## config.mk

```make
export PLATFORM = sky130hd
export DESIGN_NAME = conv_window_gen_flat
export DESIGN_NICKNAME = d
export VERILOG_FILES = /design/src/rtl/conv_pkg.sv /design/src/rtl/conv_window_gen_if.sv /design/src/rtl/conv_line_buffer.sv /design/src/rtl/conv_window_gen.sv /design/src/flat_wrapper.sv
export SDC_FILE = /design/constraint.sdc
export NUM_CORES = 1
export LEC_CHECK = 0
export CORE_ASPECT_RATIO = 0.75
export CORE_UTILIZATION = 30
export CTS_CLUSTER_DIAMETER = 100
export DETAILED_ROUTE_END_ITERATION = 16
export MAX_ROUTING_LAYER = met4
export PLACE_DENSITY = 0.48
export SYNTH_ARGS = -nofsm -noshare
export SYNTH_HDL_FRONTEND = slang
export SYNTH_SLANG_ARGS = --single-unit
```

## constraint.sdc

```tcl
create_clock -name clk -period 5.6 [get_ports clk]
set_clock_uncertainty 0.1 [all_clocks]
set_input_delay 1.4 -clock clk [delete_from_list [all_inputs] [get_ports clk]]
set_output_delay 1.4 -clock clk [all_outputs]
set_load 0.02 [all_outputs]
```

## src/rtl/conv_pkg.sv

```systemverilog
// Shared convolution definitions: default kernel/data sizes, control state encoding
// and the packed-window element offset used by the window generator and MAC unit.
package conv_pkg;

  localparam int unsigned DefDataWidth = 9;
  localparam int unsigned DefKH        = 3;
  localparam int unsigned DefKW        = 3;

  typedef enum logic [1:0] {
    StIdle,
    StRun,
    StDrain
  } conv_state_e;

  // Bit offset of window element [r][c]; [0][0] is the top-left (oldest) pixel.
  function automatic int unsigned win_off(input int unsigned r, input int unsigned c,
                                          input int unsigned kw, input int unsigned dw);
    return (r * kw + c) * dw;
  endfunction

endpackage

```

## src/rtl/conv_window_gen_if.sv

```systemverilog
// Pixel-in / window-out streams of the window generator. master = upstream/downstream side,
// slave = the generator itself.
interface conv_window_gen_if #(
  parameter int unsigned IMG_W      = 28,
  parameter int unsigned IMG_H      = 28,
  parameter int unsigned K_H        = conv_pkg::DefKH,
  parameter int unsigned K_W        = conv_pkg::DefKW,
  parameter int unsigned DATA_WIDTH = conv_pkg::DefDataWidth
) ();

  logic                              in_valid;
  logic                              in_ready;
  logic signed [DATA_WIDTH-1:0]      in_pixel;
  logic                              win_valid;
  logic                              win_ready;
  logic [K_H*K_W*DATA_WIDTH-1:0]     conv_win;
  logic [$clog2(IMG_H)-1:0]          win_row;
  logic [$clog2(IMG_W)-1:0]          win_col;

  modport master (
    output in_valid, in_pixel, win_ready,
    input  in_ready, win_valid, conv_win, win_row, win_col
  );

  modport slave (
    input  in_valid, in_pixel, win_ready,
    output in_ready, win_valid, conv_win, win_row, win_col
  );

endinterface

```

## src/rtl/conv_line_buffer.sv

```systemverilog
// Single-port row store, one feature-map row deep. The read port shows the old contents
// of the addressed column, so a write in the same cycle is read-before-write.
module conv_line_buffer #(
  parameter int unsigned DEPTH = 28,
  parameter int unsigned WIDTH = 9
) (
  input  logic                     clk,
  input  logic                     we,
  input  logic [$clog2(DEPTH)-1:0] addr,
  input  logic [WIDTH-1:0]         wdata,
  output logic [WIDTH-1:0]         rdata
);

  logic [WIDTH-1:0] mem [DEPTH];

  assign rdata = mem[addr];

  always_ff @(posedge clk) begin
    if (we) begin
      mem[addr] <= wdata;
    end
  end

endmodule

```

## src/rtl/conv_window_gen.sv

```systemverilog
// Streaming K_H x K_W window generator (stride 1, no padding) feeding the MAC unit,
// with a single-entry registered window output.
module conv_window_gen
  import conv_pkg::*;
#(
  parameter int unsigned IMG_W      = 28,
  parameter int unsigned IMG_H      = 28,
  parameter int unsigned K_H        = DefKH,
  parameter int unsigned K_W        = DefKW,
  parameter int unsigned DATA_WIDTH = DefDataWidth
) (
  input  logic             clk,
  input  logic             rst,
  input  logic             start,
  output logic             busy,
  output logic             frame_done,
  conv_window_gen_if.slave bus
);

  localparam int unsigned RowW  = $clog2(IMG_H);
  localparam int unsigned ColW  = $clog2(IMG_W);
  localparam int unsigned NumLb = K_H - 1;
  localparam int unsigned WinW  = K_H * K_W * DATA_WIDTH;

  localparam logic [RowW-1:0] LastRow  = RowW'(IMG_H - 1);
  localparam logic [ColW-1:0] LastCol  = ColW'(IMG_W - 1);
  localparam logic [RowW-1:0] FirstRow = RowW'(K_H - 1);
  localparam logic [ColW-1:0] FirstCol = ColW'(K_W - 1);

  conv_state_e           state_q, state_d;
  logic [RowW-1:0]       row_q, row_d;
  logic [ColW-1:0]       col_q, col_d;
  logic                  win_valid_q, win_valid_d;
  logic [WinW-1:0]       conv_win_q, conv_win_d;
  logic [RowW-1:0]       win_row_q, win_row_d;
  logic [ColW-1:0]       win_col_q, win_col_d;
  logic                  frame_done_q, frame_done_d;

  logic [DATA_WIDTH-1:0] sr_q [K_H][K_W];
  logic [DATA_WIDTH-1:0] sr_d [K_H][K_W];
  logic [DATA_WIDTH-1:0] lb_rdata [NumLb];
  logic [DATA_WIDTH-1:0] lb_wdata [NumLb];

  logic accept, emit, last_col;

  assign bus.in_ready  = (state_q == StRun) && (!win_valid_q || bus.win_ready);
  assign accept        = bus.in_valid && bus.in_ready;
  assign last_col      = (col_q == LastCol);
  assign emit          = accept && (row_q >= FirstRow) && (col_q >= FirstCol);
  assign bus.win_valid = win_valid_q;
  assign bus.conv_win  = conv_win_q;
  assign bus.win_row   = win_row_q;
  assign bus.win_col   = win_col_q;
  assign busy          = (state_q != StIdle);
  assign frame_done    = frame_done_q;

  // Cascaded rows: buffer i holds row r-K_H+1+i, the newest buffer takes the incoming pixel.
  for (genvar i = 0; i < NumLb; i++) begin : g_lb
    if (i == NumLb - 1) begin : g_newest
      assign lb_wdata[i] = bus.in_pixel;
    end else begin : g_older
      assign lb_wdata[i] = lb_rdata[i+1];
    end

    conv_line_buffer #(
      .DEPTH(IMG_W),
      .WIDTH(DATA_WIDTH)
    ) u_line_buffer (
      .clk  (clk),
      .we   (accept),
      .addr (col_q),
      .wdata(lb_wdata[i]),
      .rdata(lb_rdata[i])
    );
  end

  always_comb begin
    sr_d = sr_q;
    if (accept) begin
      for (int unsigned r = 0; r < K_H; r++) begin
        for (int unsigned c = 0; c < K_W - 1; c++) begin
          sr_d[r][c] = sr_q[r][c+1];
        end
      end
      for (int unsigned r = 0; r < NumLb; r++) begin
        sr_d[r][K_W-1] = lb_rdata[r];
      end
      sr_d[K_H-1][K_W-1] = bus.in_pixel;
    end
  end

  always_comb begin
    state_d      = state_q;
    row_d        = row_q;
    col_d        = col_q;
    frame_done_d = 1'b0;
    unique case (state_q)
      StIdle: begin
        if (start) begin
          state_d = StRun;
          row_d   = '0;
          col_d   = '0;
        end
      end
      StRun: begin
        if (accept) begin
          if (last_col) begin
            col_d = '0;
            if (row_q == LastRow) begin
              state_d = StDrain;
            end else begin
              row_d = row_q + 1'b1;
            end
          end else begin
            col_d = col_q + 1'b1;
          end
        end
      end
      StDrain: begin
        if (win_valid_q && bus.win_ready) begin
          state_d      = StIdle;
          frame_done_d = 1'b1;
        end
      end
      default: state_d = StIdle;
    endcase
  end

  // Emission only happens on an accept, and accept implies the output slot is free.
  always_comb begin
    win_valid_d = win_valid_q;
    conv_win_d  = conv_win_q;
    win_row_d   = win_row_q;
    win_col_d   = win_col_q;
    if (emit) begin
      win_valid_d = 1'b1;
      win_row_d   = row_q - FirstRow;
      win_col_d   = col_q - FirstCol;
      for (int unsigned r = 0; r < K_H; r++) begin
        for (int unsigned c = 0; c < K_W; c++) begin
          conv_win_d[win_off(r, c, K_W, DATA_WIDTH) +: DATA_WIDTH] = sr_d[r][c];
        end
      end
    end else if (win_valid_q && bus.win_ready) begin
      win_valid_d = 1'b0;
    end
  end

  always_ff @(posedge clk or posedge rst) begin
    if (rst) begin
      state_q      <= StIdle;
      row_q        <= '0;
      col_q        <= '0;
      win_valid_q  <= 1'b0;
      conv_win_q   <= '0;
      win_row_q    <= '0;
      win_col_q    <= '0;
      frame_done_q <= 1'b0;
    end else begin
      state_q      <= state_d;
      row_q        <= row_d;
      col_q        <= col_d;
      win_valid_q  <= win_valid_d;
      conv_win_q   <= conv_win_d;
      win_row_q    <= win_row_d;
      win_col_q    <= win_col_d;
      frame_done_q <= frame_done_d;
    end
  end

  always_ff @(posedge clk) begin
    sr_q <= sr_d;
  end

endmodule

```

## src/flat_wrapper.sv

```systemverilog
// flat-port wrapper written by rule: the top's interface ports become plain ports
module conv_window_gen_flat import conv_pkg::*;
#(
  parameter int unsigned IMG_W      = 28,
  parameter int unsigned IMG_H      = 28,
  parameter int unsigned K_H        = DefKH,
  parameter int unsigned K_W        = DefKW,
  parameter int unsigned DATA_WIDTH = DefDataWidth
)
  (clk, rst, start, busy, frame_done, bus_in_valid, bus_in_pixel, bus_win_ready, bus_in_ready, bus_win_valid, bus_conv_win, bus_win_row, bus_win_col);
  conv_window_gen_if #(.IMG_W(IMG_W), .IMG_H(IMG_H), .K_H(K_H), .K_W(K_W), .DATA_WIDTH(DATA_WIDTH)) bus_i ();
  input  logic clk;
  input  logic rst;
  input  logic start;
  output logic busy;
  output logic frame_done;
  input wire logic [$bits(bus_i.in_valid)-1:0] bus_in_valid;
  input wire logic [$bits(bus_i.in_pixel)-1:0] bus_in_pixel;
  input wire logic [$bits(bus_i.win_ready)-1:0] bus_win_ready;
  output wire logic [$bits(bus_i.in_ready)-1:0] bus_in_ready;
  output wire logic [$bits(bus_i.win_valid)-1:0] bus_win_valid;
  output wire logic [$bits(bus_i.conv_win)-1:0] bus_conv_win;
  output wire logic [$bits(bus_i.win_row)-1:0] bus_win_row;
  output wire logic [$bits(bus_i.win_col)-1:0] bus_win_col;
  assign bus_i.in_valid = bus_in_valid;
  assign bus_i.in_pixel = bus_in_pixel;
  assign bus_i.win_ready = bus_win_ready;
  assign bus_in_ready = bus_i.in_ready;
  assign bus_win_valid = bus_i.win_valid;
  assign bus_conv_win = bus_i.conv_win;
  assign bus_win_row = bus_i.win_row;
  assign bus_win_col = bus_i.win_col;
  conv_window_gen #(.IMG_W(IMG_W), .IMG_H(IMG_H), .K_H(K_H), .K_W(K_W), .DATA_WIDTH(DATA_WIDTH)) u_core (.clk(clk), .rst(rst), .start(start), .busy(busy), .frame_done(frame_done), .bus(bus_i));
endmodule
```

Word level (Yosys, flattened, before mapping):

Memories as Yosys holds them, arrays and structs flattened.
Cells that the tools add are included.
W data, S select, Z words.

* input port bits: 14
* word-level logic and storage cells: 70
* bits in registers: 186
* ROM bits: 0
* memories: 2
* output and inout bits: 95
* bits in writable memories: 504
* latch bits: 0

* shift operators: 0
* bitwise operators: 0
* divide/modulo/power cells: 0
* multiply operators: 0
* multiplexer cells: 21
* reduce and logical (&&, ||, !) cells: 14
* $add $sub $neg: 4
* equality and inequality tests: 10
* order comparisons: 2

Memory list
* u_core.g_lb[0].u_line_buffer.mem: words 28, bits a word 9, rd ports 1, clocked after Yosys merged registers in 0, wr ports 1, RTL line conv_line_buffer.sv:14 `logic [WIDTH-1:0] mem [DEPTH];`
* u_core.g_lb[1].u_line_buffer.mem: words 28, bits a word 9, rd ports 1, clocked after Yosys merged registers in 0, wr ports 1, RTL line conv_line_buffer.sv:14

Operators by type and width (count)
* $mux W81: 1
* $mux W5: 6
* $pmux W5 S2: 2
* $add A5 B1 Y5 const B: 2
* $eq A5 B5 Y1 const B: 2
* $ge A5 B2 Y1 const B: 2
* $mux W2: 5
* $reduce_and A5 Y1: 2
* $sub A5 B2 Y5 const B: 2
* $mux W1: 6
* $ne A2 B1 Y1 const B: 3
* $ne A2 B2 Y1 const B: 3
* $pmux W2 S3: 1
* $reduce_bool A2 Y1: 3
* $logic_and A1 B1 Y1: 5
* $reduce_and A3 Y1: 1
* $eq A2 B1 Y1 const B: 1
* $eq A2 B2 Y1 const B: 1
* $logic_not A2 Y1: 1
* $logic_not A1 Y1: 1
* $logic_or A1 B1 Y1: 1

Logic depth before layout (Yosys ltp):

Gate-level depths: netlist of the first run.

* word-level depth: 7
* gate-level depth with buffers: 13
* mapped depth without buffers: 7

Modules after synthesis:

A second synthesis of the first run with hierarchy kept.

* cell total of the unflattened synthesis: 1421
* area, all modules: 26065.0 um^2

By module, submodules not included
* conv_line_buffer: cells each 504, area an instance 9838.2 um^2, seq. area each 7567.3 um^2, instances 2
* conv_window_gen: cells each 413, area an instance 6388.6 um^2, seq. area each 3708.6 um^2, instances 1

Worst setup path after synthesis of the first run:

OpenSTA, ideal clock, no wires.

* path type: input to register
* from: input bus_win_ready
* to: memory u_core.g_lb[0].u_line_buffer.mem[26][0] (enable)
* data required time: 5.084 ns
* cell stages on the path: 5
* arrival time: 3.476 ns
* path buffers: 2
* path slack: 1.608 ns
* library setup time: 0.416 ns
* cell sequence: nand2b_1 nand4_1 clkbuf_1 clkbuf_1 nor3_1

* word-level cells in the longest chain between the ends: 5

RTL lines
* start, declared: RTL line flat_wrapper.sv:19 `input wire logic [$bits(bus_i.win_ready)-1:0] bus_win_ready;`
* $logic_or A1 B1 Y1: RTL line conv_window_gen.sv:46 `assign bus.in_ready = (state_q == StRun) && (!win_valid_q || bus.win_ready);`
* $logic_and A1 B1 Y1: RTL line conv_window_gen.sv:46
* $logic_and A1 B1 Y1: RTL line conv_window_gen.sv:47 `assign accept = bus.in_valid && bus.in_ready;`
* $mux W1: RTL line conv_line_buffer.sv:19 `if (we) begin`
* $mux W1 (implied by the code): RTL line conv_line_buffer.sv:20 `mem[addr] <= wdata;`
* end, declared: RTL line conv_line_buffer.sv:14

Every way passes these cells.

Final worst setup path of the first run:

* from: input bus_win_ready
* to: output bus_in_ready

* word-level cells in the longest chain between the ends: 2

RTL lines
* $logic_or A1 B1 Y1: RTL line conv_window_gen.sv:46
* $logic_and A1 B1 Y1: RTL line conv_window_gen.sv:46
* end, declared: RTL line flat_wrapper.sv:20 `output wire logic [$bits(bus_i.in_ready)-1:0] bus_in_ready;`

Every way passes these cells.

==> flow_summary_export.csv, run 1 <==
group,metric,value,unit
critical_path,cp_slowest_stage_delay,600,ps
synth,synthesized_net_count,1642,
cts,clock_sinks,690,
status,outcome,"finished clean",
critical_path,critPathMostFrequentCell,"sky130_fd_sc_hd__clkdlybuf4s50_1",
critical_path,cp.buffers_inverters,2,
critical_path,worst_ep_required_time,4100,ps
cts,cts_tree,"built",
synth,ys_ff_latch,690,
cts,clock_insertion_delay_at_the_later_pin_of_the_skew_report,620,ps
layout,area.growth.synth_to_final,18.7,%
layout,nFillCells,8221,
route,wire_per_inst,23.2,um
critical_path,cp_max_fo,6,
cts,clock_pin_slew_on_the_worst_setup_and_hold_paths,60,ps
synth,netlist_top_cells_count,"sky130_fd_sc_hd__edfxtp_1, sky130_fd_sc_hd__nand2_1, sky130_fd_sc_hd__mux2i_1",
cts,cts_inserted_buffers,69,
synth,synth_largest_type_area_fraction,0.572,
global_route,grt_start_max_net_pins,72,
critical_path,worst-endpoint-arrival,2910,ps
power,leakage,11.2,nW
sta,layout_min_cycle_time,4410,ps
global_route,first_pass_grt_wire_length,102000,um
die,floorplan.core_area,86600,sq um
synth,yosysTopAreaCell,"sky130_fd_sc_hd__edfxtp_1",
global_route,number_of_global_route_vias_before_repair,14784,
placement,place.gp.congestion,0.790,
global_route,global_route.overflow_total,0,
synth,number_of_enable_type_register_cells_in_the_synthesized_netlist,504,
critical_path,r2r_cells,7,
power,peak_vdd_ir,0.245,mV
placement,portBuffers,108,
cts,post_cts.resized_instances,0,
cts,cts_hold_repair.buffers,0,
die,die-width,345,um
layout,layout.cells.non_filler,2979,
route,routed_wirelength,69000,um
die,rows,93,
critical_path,critical_path.startpoint_type,"primary input",
critical_path,cp.depth,4,
sta,finalSetupTns,0,ps
die,initial_core_util,0.306,
route,num_vias,14576,
sta,timing.final.max_slew_violations,0,
synth,syn_inst,1618,
synth,yosys-top-cells-area,"sky130_fd_sc_hd__edfxtp_1, sky130_fd_sc_hd__dfrtp_1, sky130_fd_sc_hd__dfxtp_1",
sta,setup_slack,1190,ps
critical_path,critPathTopFamily,"buffers and inverters",
route,initialDrtViolationCount,1265,
synth,ys.flop_type,"sky130_fd_sc_hd__edfxtp_1",
cts,cts_max_level,3,
die,die_area,89500,sq um
cts,postCtsSetupRepairBufs,0,
critical_path,crit_type,"primary input to output pin",
job,cap_violations,0,
cts,cts_root_buf,"sky130_fd_sc_hd__clkbuf_16",
global_route,antenna_found_initial,2,
sta,fmax,227,MHz
sta,setup_failing_eps_final,0,
synth,synthMostInstantiatedCell,"sky130_fd_sc_hd__edfxtp_1",
sta,finalCritPeriodShare,0.788,
synth,synth_warn,0,
min_path,hold_path.class,"register to register",
sta,final_hold_viol_count,0,
synth,syn_area_per_cell,16.4,sq um
cts,clk_path_buf_depth,3,
die,i_o_pin_count,109,
critical_path,critical-path-slowest-cell,"sky130_fd_sc_hd__clkdlybuf4s50_1",
route,post_drt_via_cell_ratio,4.89,
route,antenna_left,0,
layout,final_layout_size_suffix_gt1_frac,0.152,
synth,synth_area,26500,sq um
global_route,grtUsageTotal,0.159,
sta,grt_setup_unrepaired,"false",
synth,ys_seq_area_frac,0.732,
sta,worst_slew_margin,0.270,
placement,dpl.hpwl,43700,um
placement,placedCellCount,2855,
route,dr.pass1.iters,5,
layout,antenna_diode_count,0,
power,power_per_cell_area,573,nW/um^2
placement,preCtsSetupSlack,1170,ps
layout,fin_nets,1810,
die,die_height,259,um
synth,asyncSetResetFlopFracSynth,0.152,
critical_path,end_kind,"output pin",
sta,worst_pin_slew,1090,ps
critical_path,critical_path.cell_chain,"clkdlybuf4s50_1, nand2b_1, and3_1, clkdlybuf4s50_1",
route,route.detailed.drc,0,
synth,ys_types,61,
min_path,worst_hold_path.num_cells,2,
-- cell usage in the layout, fill, tap and decap left out, drive strengths merged, types with 13 or more instances in the layout --
cell	synthesis	routed
a21oi	13	13
inv	11	13
clkdlybuf4s50	0	108
dfrtp	105	105
clkinv	0	26
nand2	231	231
buf	60	77
mux2	89	89
o21ai	25	25
mux2i	153	153
edfxtp	504	504
mux4	50	50
and3	20	20
nor3	14	14
dfxtp	81	81
nor2	30	30
clkbuf	28	92
nand3	27	27
a22oi	49	49
-- metal layers --
metal  vias up  routed length (um)  global-route usage
li1       6523                   -                   -
met1      7618               34400               0.232
met2       354               30300               0.231
met3        81                3250              0.0294
met4         0                1080              0.0331
met5         -                   0                   -
-- path summary, 6_finish.rpt --
check / start / to / slack (ps)
max reg2reg: u_core.col_q[3] / u_core.bus.conv_win[51] / 1870
max: bus_win_ready / bus_in_ready / 1190
min reg2reg: u_core.sr_q[24] / u_core.sr_q[24] / 350
min in group asynchronous: rst / u_core.bus.conv_win[43] / 1190
max in group asynchronous: rst / u_core.bus.win_col[2] / 3280
min: u_core.sr_q[24] / u_core.sr_q[24] / 350
-- state kept, by name, summed over array words and instances (netlist names) --
signal / cells
u_core.g_lb.u_line_buffer.mem: 504
u_core.bus.conv_win: 81
u_core.sr_q: 81
u_core.bus.win_col: 5
u_core.bus.win_row: 5
u_core.col_q: 5
u_core.row_q: 5
u_core.state_q: 2
u_core.bus.win_valid: 1
u_core.frame_done: 1
-- through the flow --
step	util	hold slack (ps)	instance area, sq um	power, mW
after detailed placement	0.337	332	29200	13.6
after floorplan	-	313	26500	10.9
after global routing	0.363	370	31400	18.9
after CTS	0.363	348	31400	18.2
after global placement	0.337	328	29200	13.5
final	0.363	348	31400	18.0
-- kinds of logic (layout without fill, tap and decap cells) --
family,count (synthesis),count (layout),share of synthesized area
adders and majority gates,10,10,0.00473
muxes,292,292,0.138
DFF,690,690,0.732
and+or+nand+nor,366,366,0.0617
buffers and inverters,99,320,0.0192
xor gates and xnor gates,8,8,0.00265
AOI/OAI and AO/OA,153,153,0.0416
-- where the power goes --
group	switching, mW	internal [mW]
Combinational	3.66	2.17
Sequential	0.567	7.02
Clock	1.97	2.63
-- cell type report --
type	instances	area [sq um]	area share
Timing Repair Buffer	185	1700	0.0540
Clock inverter	32	262	0.00832
Clock buffer	92	1970	0.0627
Inverter	11	43.8	0.00139
Multi-Input combinational cell	829	6650	0.211
Tap cell	1140	1430	0.0454
Sequential cell	690	19400	0.617
-- worst reg2reg max path, cell delays in order (launching register included) --
cell and delay [ps]:
sky130_fd_sc_hd__dfrtp_1 930, sky130_fd_sc_hd__nand2b_1 810, sky130_fd_sc_hd__buf_4 420, sky130_fd_sc_hd__a21oi_1 130, sky130_fd_sc_hd__nand3_1 210, sky130_fd_sc_hd__o211ai_1 460, sky130_fd_sc_hd__buf_4 390, sky130_fd_sc_hd__mux2_2 220
No activity file was read; power rests on OpenSTA's default activity.
==> run 2: changes to the inputs <==
- PLACE_DENSITY: 0.48 -> 0.5
- clock period: 5.6 -> 3.8 ns (I/O delays scaled with it)
==> run 2 against run 1 <==
  * Non-clock buffer count is 31 higher
  * Critical path depth unchanged
  * Register-to-register slack got worse by 1300 ps
  * Combinational power increased by 52%
  * Utilization increased by 0.41 points
  * Hold slack worse by 6.1 ps
  * Critical path type unchanged
==> flow_summary_export.csv, run 2 (synthesis gave the netlist of run 1 again) <==
group,metric,value,unit
sta,hold_slack,341,ps
route,antenna_left,0,
route,initialDrtViolationCount,1205,
layout,flip_flop_count_of_the_largest_register_all_copies_and_words_added,504,
power,leakage,11.4,nW
layout,layout.cells.most_common,"sky130_fd_sc_hd__edfxtp_1",
route,dr.pass1.iters,5,
sta,grt_setup_unrepaired,"false",
layout,largest-register,"u_core.g_lb.u_line_buffer.mem",
route,routed_wirelength,67200,um
die,i_o_pin_count,109,
sta,finalSetupTns,0,ps
global_route,number_of_global_route_vias_before_repair,14894,
sta,setup_failing_eps_final,0,
layout,area.growth.synth_to_final,20.1,%
route,wire_per_inst,22.4,um
die,die-width,345,um
sta,layout_min_cycle_time,3420,ps
power,power_per_cell_area,831,nW/um^2
sta,finalCritPeriodShare,0.901,
layout,layout.cells.non_filler,3004,
sta,worst_slew_margin,0.342,
critical_path,cp_max_fo,3,
die,die_height,259,um
cts,post_cts.resized_instances,0,
layout,most_frequent_cells_in_the_layout,"sky130_fd_sc_hd__edfxtp_1, sky130_fd_sc_hd__nand2_1, sky130_fd_sc_hd__mux2i_1, sky130_fd_sc_hd__clkdlybuf4s50_1, sky130_fd_sc_hd__dfrtp_1",
cts,clock_pin_slew_on_the_worst_setup_and_hold_paths,60,ps
cts,clock_insertion_delay_at_the_later_pin_of_the_skew_report,610,ps
route,post_drt_via_cell_ratio,4.88,
global_route,global_route.overflow_total,0,
sta,final_hold_viol_count,0,
die,initial_core_util,0.306,
placement,place.gp.congestion,0.779,
cts,cts_tree,"built",
sta,fmax,292,MHz
global_route,met1_usage,0.229,
cts,clock_sinks,690,
cts,cts_max_level,3,
critical_path,end_kind,"output pin",
placement,dpl.hpwl,43900,um
global_route,antenna_found_initial,1,
sta,timing.final.max_slew_violations,0,
global_route,grt_util_met2,0.222,
cts,cts_inserted_buffers,67,
critical_path,crit_type,"primary input to output pin",
global_route,met3_capacity_usage_during_global_routing,0.0284,
global_route,globalRoute.busiestLayer,"met1",
die,rows,93,
critical_path,critical_path.startpoint_type,"primary input",
layout,fin_nets,1839,
global_route,first_pass_grt_wire_length,100000,um
cts,cts_hold_repair.buffers,0,
critical_path,worst_ep_required_time,2750,ps
die,floorplan.core_area,86600,sq um
placement,portBuffers,108,
cts,cts_root_buf,"sky130_fd_sc_hd__clkbuf_16",
power,peak_vdd_ir,0.405,mV
placement,placedCellCount,2886,
cts,postCtsSetupRepairBufs,0,
sta,setup_slack,377,ps
cts,clk_path_buf_depth,3,
layout,final_layout_size_suffix_gt1_frac,0.166,
route,route.detailed.drc,0,
layout,antenna_diode_count,0,
job,cap_violations,0,
global_route,grt_start_max_net_pins,64,
global_route,grtUsageTotal,0.156,
critical_path,worst-endpoint-arrival,2370,ps
sta,worst_pin_slew,984,ps
route,num_vias,14660,
min_path,hold_path.class,"register to register",
status,outcome,"finished clean",
layout,final_core_util,0.367,
placement,preCtsSetupSlack,381,ps
die,die_area,89500,sq um
[run 2: cell type report]
class | count | area [sq um]
fillers | 8104 | 54800
flip-flops and latches | 690 | 19400
multi-input cells | 829 | 6650
repair buffers | 216 | 2200
clock buffers | 87 | 1860
well taps | 1140 | 1430
clock inverters | 31 | 221
inverters | 11 | 45.0
[run 2: power breakdown]
group          leakage [nW]  internal, mW  switching (mW)
registers              6.50          10.3           0.767
logic                  3.87          3.46            5.40
clock network          1.01          3.59            2.87
[run 2: worst paths after layout]
path,startpoint,slack (ps),end,cells after the start
min reg2reg,u_core.sr_q[79],340,u_core.sr_q[79],2
min in group asynchronous,rst,600,u_core.bus.conv_win[34],2
min,u_core.sr_q[79],340,u_core.sr_q[79],2
max,bus_win_ready,380,bus_in_ready,4
max reg2reg,u_core.col_q[0],610,u_core.row_q[2],6
max in group asynchronous,rst,2310,u_core.bus.win_col[3],3
[run 2: critical path, stage by stage]
cell and delay [ps]:
sky130_fd_sc_hd__clkdlybuf4s50_1 470, sky130_fd_sc_hd__nand2b_1 160, sky130_fd_sc_hd__and3_1 180, sky130_fd_sc_hd__clkdlybuf4s50_1 610
[run 2: routing by layer]
| layer | share of wire | up-vias |
|---|---|---|
| met2 | 0.43 | 350 |
| met3 | 0.049 | 96 |
| met5 | 0 | - |
| met4 | 0.018 | 0 |
| met1 | 0.50 | 7641 |
| li1 | - | 6573 |
[run 2: through the flow]
stage	power (mW)	area (sq um)
after floorplan	16.1	26500
after global placement	20.1	29700
after detailed placement	20.3	29700
after CTS	26.8	31800
after global routing	27.7	31800
final	26.4	31800
==> RTL change 1, RTL diff (settings of run 2) <==
Re-encode `conv_state_e` (3 states) as one-hot, 3 bits wide.
--- a/src/rtl/conv_pkg.sv
+++ b/src/rtl/conv_pkg.sv
@@ -6,10 +6,10 @@
   localparam int unsigned DefKH        = 3;
   localparam int unsigned DefKW        = 3;
 
-  typedef enum logic [1:0] {
-    StIdle,
-    StRun,
-    StDrain
+  typedef enum logic [2:0] {
+    StIdle  = 3'b001,
+    StRun   = 3'b010,
+    StDrain = 3'b100
   } conv_state_e;
 
   // Bit offset of window element [r][c]; [0][0] is the top-left (oldest) pixel.
Function: same outputs for any inputs over 4 cycles, from zero or initial values and one cycle with rst high; so few cycles prove little.
==> RTL change 1 against run 2 <==
- critical endpoint is now u_core.g_lb[0].u_line_buffer.mem[10][2]$_DFFE_PP_
- die area is 0.51% higher
- setup slack worse by 270 ps
- first-iteration DRC count is 12% higher
- clock power is 3% higher
- area after synthesis is 0.52% higher
- sequential cell count is 1 higher
- wire length is 4.5% higher
- power is 13% lower
- cell area is 0.33% higher
- via count is 0.45% higher
==> RTL change 1: results <==
export IMPL_switching_power_mw=7.42
export IMPL_p_clk_share_pct=28.8
export IMPL_status="complete, no violations"
export IMPL_wl_met1_um=34600
export IMPL_n_fill_cell=8200
export IMPL_dp_hpwl_um=46300
export IMPL_drive_gt1_share_pct=21.5
export IMPL_seq_area_frac_synth_pct=72.9
export IMPL_peakVddDrop_uv=411
export IMPL_drt_iter0_markers=1347
export IMPL_grt_max_degree=85
export IMPL_synthAdderAreaFrac_pct=0.470
export IMPL_rrSetupSlack_ps=100
export IMPL_wl_met3_um=4600
export IMPL_post_place_cells=2903
export IMPL_p_seq_share_pct=43.9
export IMPL_crit_family="compound AO/OA/AOI/OAI gates"
export IMPL_n_all_buffers=210
export IMPL_buffer_area_share_pct=6.46
export IMPL_nNetsFinal=1844
export IMPL_inv_count=17
export IMPL_wl_met2_um=29900
export IMPL_grt_total_usage_pct=16.0
export IMPL_hp_start="u_core.sr_q[47]$_DFF_P_"
export IMPL_worstSetupEndpointType="register"
export IMPL_gp_congestion=0.833
export IMPL_synth_compound_area_share_pct=4.21
export IMPL_antenna_found_initial=2
export IMPL_instances_no_fill=3023
export IMPL_crit_path_max_fanout=30
export IMPL_synth_area_leaders="edfxtp_1 (57%), dfrtp_1 (9.9%), dfxtp_1 (6.1%)"
export IMPL_cts_sinks=691
export IMPL_min_to="u_core.sr_q[47]$_DFF_P_"
export IMPL_area_share_clock_buf_inv_pct=6.74
export IMPL_r2r_end="u_core.g_lb[0].u_line_buffer.mem[10][2]$_DFFE_PP_"
export IMPL_syn_avg_cell_area_um2=16.4
export IMPL_whs_ps=343
export IMPL_worst_path_max_delay_cell="a31oi_4"
export IMPL_mappedNetlistNets=1651
export IMPL_diodes=1
export IMPL_power_leakage_nw=11.7
export IMPL_synthArstFlopShare_pct=15.3
export IMPL_slowest_delay_ps=980
-- RTL change 1: cell types whose count changed after synthesis, sizes merged, moves of 12 or more --
cell	change
o22ai	+21
and3	-16
mux2	+23
nor2	+14
a22oi	-12
a21oi	+13
mux2i	-16
-- RTL change 1: routing by layer --
layer  vias to the layer above  track usage, %
li1                       6582               -
met1                      7684            23.5
met2                       370            22.3
met3                        90            3.84
met4                         0            3.35
met5                         -               -
-- RTL change 1: repair_timing --
item | CTS | global route
setup endpoints to repair | 0 | 30
resized for setup | 0 | 1
buffers inserted | 0 | 0
-- RTL change 1: tightest hold or removal path, delay by kind of cell, from the launching register on --
kind | cells | cell delay, ps
AND/OR/NAND/NOR | 2 | 110
flip-flops | 1 | 300
-- RTL change 1: metrics by stage --
stage                     setup slack, ps  utilization, %
after floorplan                       116               -
after global placement                178            33.9
after detailed placement             55.0            33.9
after CTS                            60.3            36.3
after global routing                 16.1            36.4
final                                 105            36.4
==> RTL change 2, RTL diff (config.mk and constraints of run 2) <==
Without the edit above. `DefKW`: 3 -> 2.
--- a/src/rtl/conv_pkg.sv
+++ b/src/rtl/conv_pkg.sv
@@ -4,7 +4,7 @@
 
   localparam int unsigned DefDataWidth = 9;
   localparam int unsigned DefKH        = 3;
-  localparam int unsigned DefKW        = 3;
+  localparam int unsigned DefKW        = 2;
 
   typedef enum logic [1:0] {
     StIdle,
Interface: changed (resized bus_conv_win); port bits go from 109 to 82. No check against the original RTL was run, so the function may have changed too.
==> RTL change 2 against run 2 <==
- sequential cell count decreased by 54
- clock power decreased by 7.9%
- maximum frequency decreased by 6.1%
- critical path depth increased by 3
- cell area decreased by 7.6%
- setup slack got worse by 220 ps
- wire length decreased by 6.5%
- area after synthesis decreased by 7.7%
- power decreased by 6.3%
- critical path type is now reg -> reg
- critical endpoint is now u_core.bus.conv_win[35]$_DFFE_PP0P_
- largest cell class unchanged
- highest routed layer unchanged
==> RTL change 2: results <==
export IMPL_synth_area_mux_share_pct=11.7
export IMPL_place_area_um2=27400
export IMPL_wl_met1_um=31500
export IMPL_gr_total_overflow=0
export IMPL_routedWlPerCell_um=22.4
export IMPL_synthCells=1526
export IMPL_clock_latency_ps=610
export IMPL_min_path_cells=2
export IMPL_crit_start="u_core.col_q[3]$_DFFE_PP0P_"
export IMPL_drive_gt1_share_pct=16.4
export IMPL_comb_power_mw=8.39
export IMPL_grt_util_met2_pct=21.5
export IMPL_hp_start="u_core.sr_q[45]$_DFF_P_"
export IMPL_cts_buffers=59
export IMPL_reg2regPathDepth=7
export IMPL_grt_total_usage_pct=15.5
export IMPL_power_leakage_nw=10.4
export IMPL_p_seq_share_pct=42.1
export IMPL_slew_headroom_pct=37.8
export IMPL_p_sw_share_pct=33.9
export IMPL_r2r_end="u_core.bus.conv_win[35]$_DFFE_PP0P_"
export IMPL_io_buffers=81
export IMPL_min_to="u_core.sr_q[45]$_DFF_P_"
export IMPL_synthArstFlopShare_pct=12.3
export IMPL_post_place_cells=2701
export IMPL_met1_usage_pct=23.2
export IMPL_rrSetupSlack_ps=160
export IMPL_synthAdderAreaFrac_pct=0.461
export IMPL_synth_area_leaders="edfxtp_1 (62%), mux2i_1 (9.4%), dfrtp_1 (8.0%)"
export IMPL_wl_met3_um=3860
export IMPL_highest_layer="met4"
export IMPL_grtUsageMet3_pct=3.37
export IMPL_peakVddDrop_uv=461
export IMPL_seq_area_frac_synth_pct=74.4
export IMPL_route_final_wire_length_um=62900
export IMPL_dp_hpwl_um=41100
export IMPL_nNetsFinal=1727
export IMPL_clock_tree_buffer_depth=3
export IMPL_status="complete, no violations"
export IMPL_ys_top_cells_by_count="edfxtp_1 (504), mux2i_1 (230), nand2_1 (132), nor2_1 (113), o22ai_1 (105)"
export IMPL_gp_congestion=0.798
export IMPL_largest_reg_flops=504
export IMPL_whs_ps=348
export IMPL_pre_cts_ws_ps=247
export IMPL_critical_path_arrival_ps=4040
export IMPL_grt_max_degree=58
export IMPL_setup_viol=0
export IMPL_wl_met2_um=26700
export IMPL_h_tree_depth=2
export IMPL_drt_iter0_markers=1130
export IMPL_cts_setup_buffers=0
export IMPL_grt_pass1_wl_um=92400
export IMPL_yosysUniqueCellTypes=56
export IMPL_p_per_area_nw_per_um2=843
export IMPL_synth_xor_area_share_pct=0.323
export IMPL_grt_pass1_vias=13541
export IMPL_synth_compound_area_share_pct=5.00
export IMPL_crit_path_max_fanout=29
export IMPL_via_per_inst=4.85
export IMPL_antenna_found_initial=0
RTL change 2: changes by cell type after synthesis, moves of 19 or more:
cell / run 2 / this run
and3_1: 20 / 1
mux2i_1: 153 / 230
mux2_1: 63 / 0
dfrtp_1: 105 / 78
nor2_1: 29 / 113
a22oi_1: 49 / 1
a31oi_1: 3 / 45
nand2_1: 231 / 132
o22ai_1: 7 / 105
mux4_2: 50 / 12
dfxtp_1: 81 / 54
RTL change 2: logic make-up after synthesis:
| family | count (synthesis) |
|---|---|
| buf+inv | 96 |
| compound gates | 186 |
| fa+ha+maj | 9 |
| flops | 636 |
| xor+xnor | 9 |
| mux | 264 |
| simple gates | 326 |
RTL change 2: worst max-delay path by stage:
stage	slack (ps)	to	depth (start not counted)
2_1_floorplan	630	u_core.g_lb[0].u_line_buffer.mem[0][0]$_DFFE_PP_	5
3_3_place_gp	280	u_core.bus.conv_win[35]$_DFFE_PP0P_	6
3_5_place_dp	250	u_core.bus.conv_win[35]$_DFFE_PP0P_	7
4_1_cts	240	u_core.bus.conv_win[35]$_DFFE_PP0P_	7
5_1_grt	190	u_core.bus.conv_win[35]$_DFFE_PP0P_	7
6_report	160	u_core.bus.conv_win[35]$_DFFE_PP0P_	7
RTL change 2: final cells by class:
type                            count  area [um2]
Tap cell                         1058        1320
Clock inverter                     25         255
Sequential cell                   636       18200
Clock buffer                       86        1680
Timing Repair Buffer              204        2060
Inverter                            9        35.0
Multi-Input combinational cell    794        5850
Fill cell                        7520       51100
RTL change 2: worst max-delay path: stages, from the launching register on:
cell and delay (ps):
dfrtp_1 870, nand4bb_1 580, buf_4 260, o22ai_1 90, nor4_1 790, nand2_1 230, buf_4 300, mux2_4 280
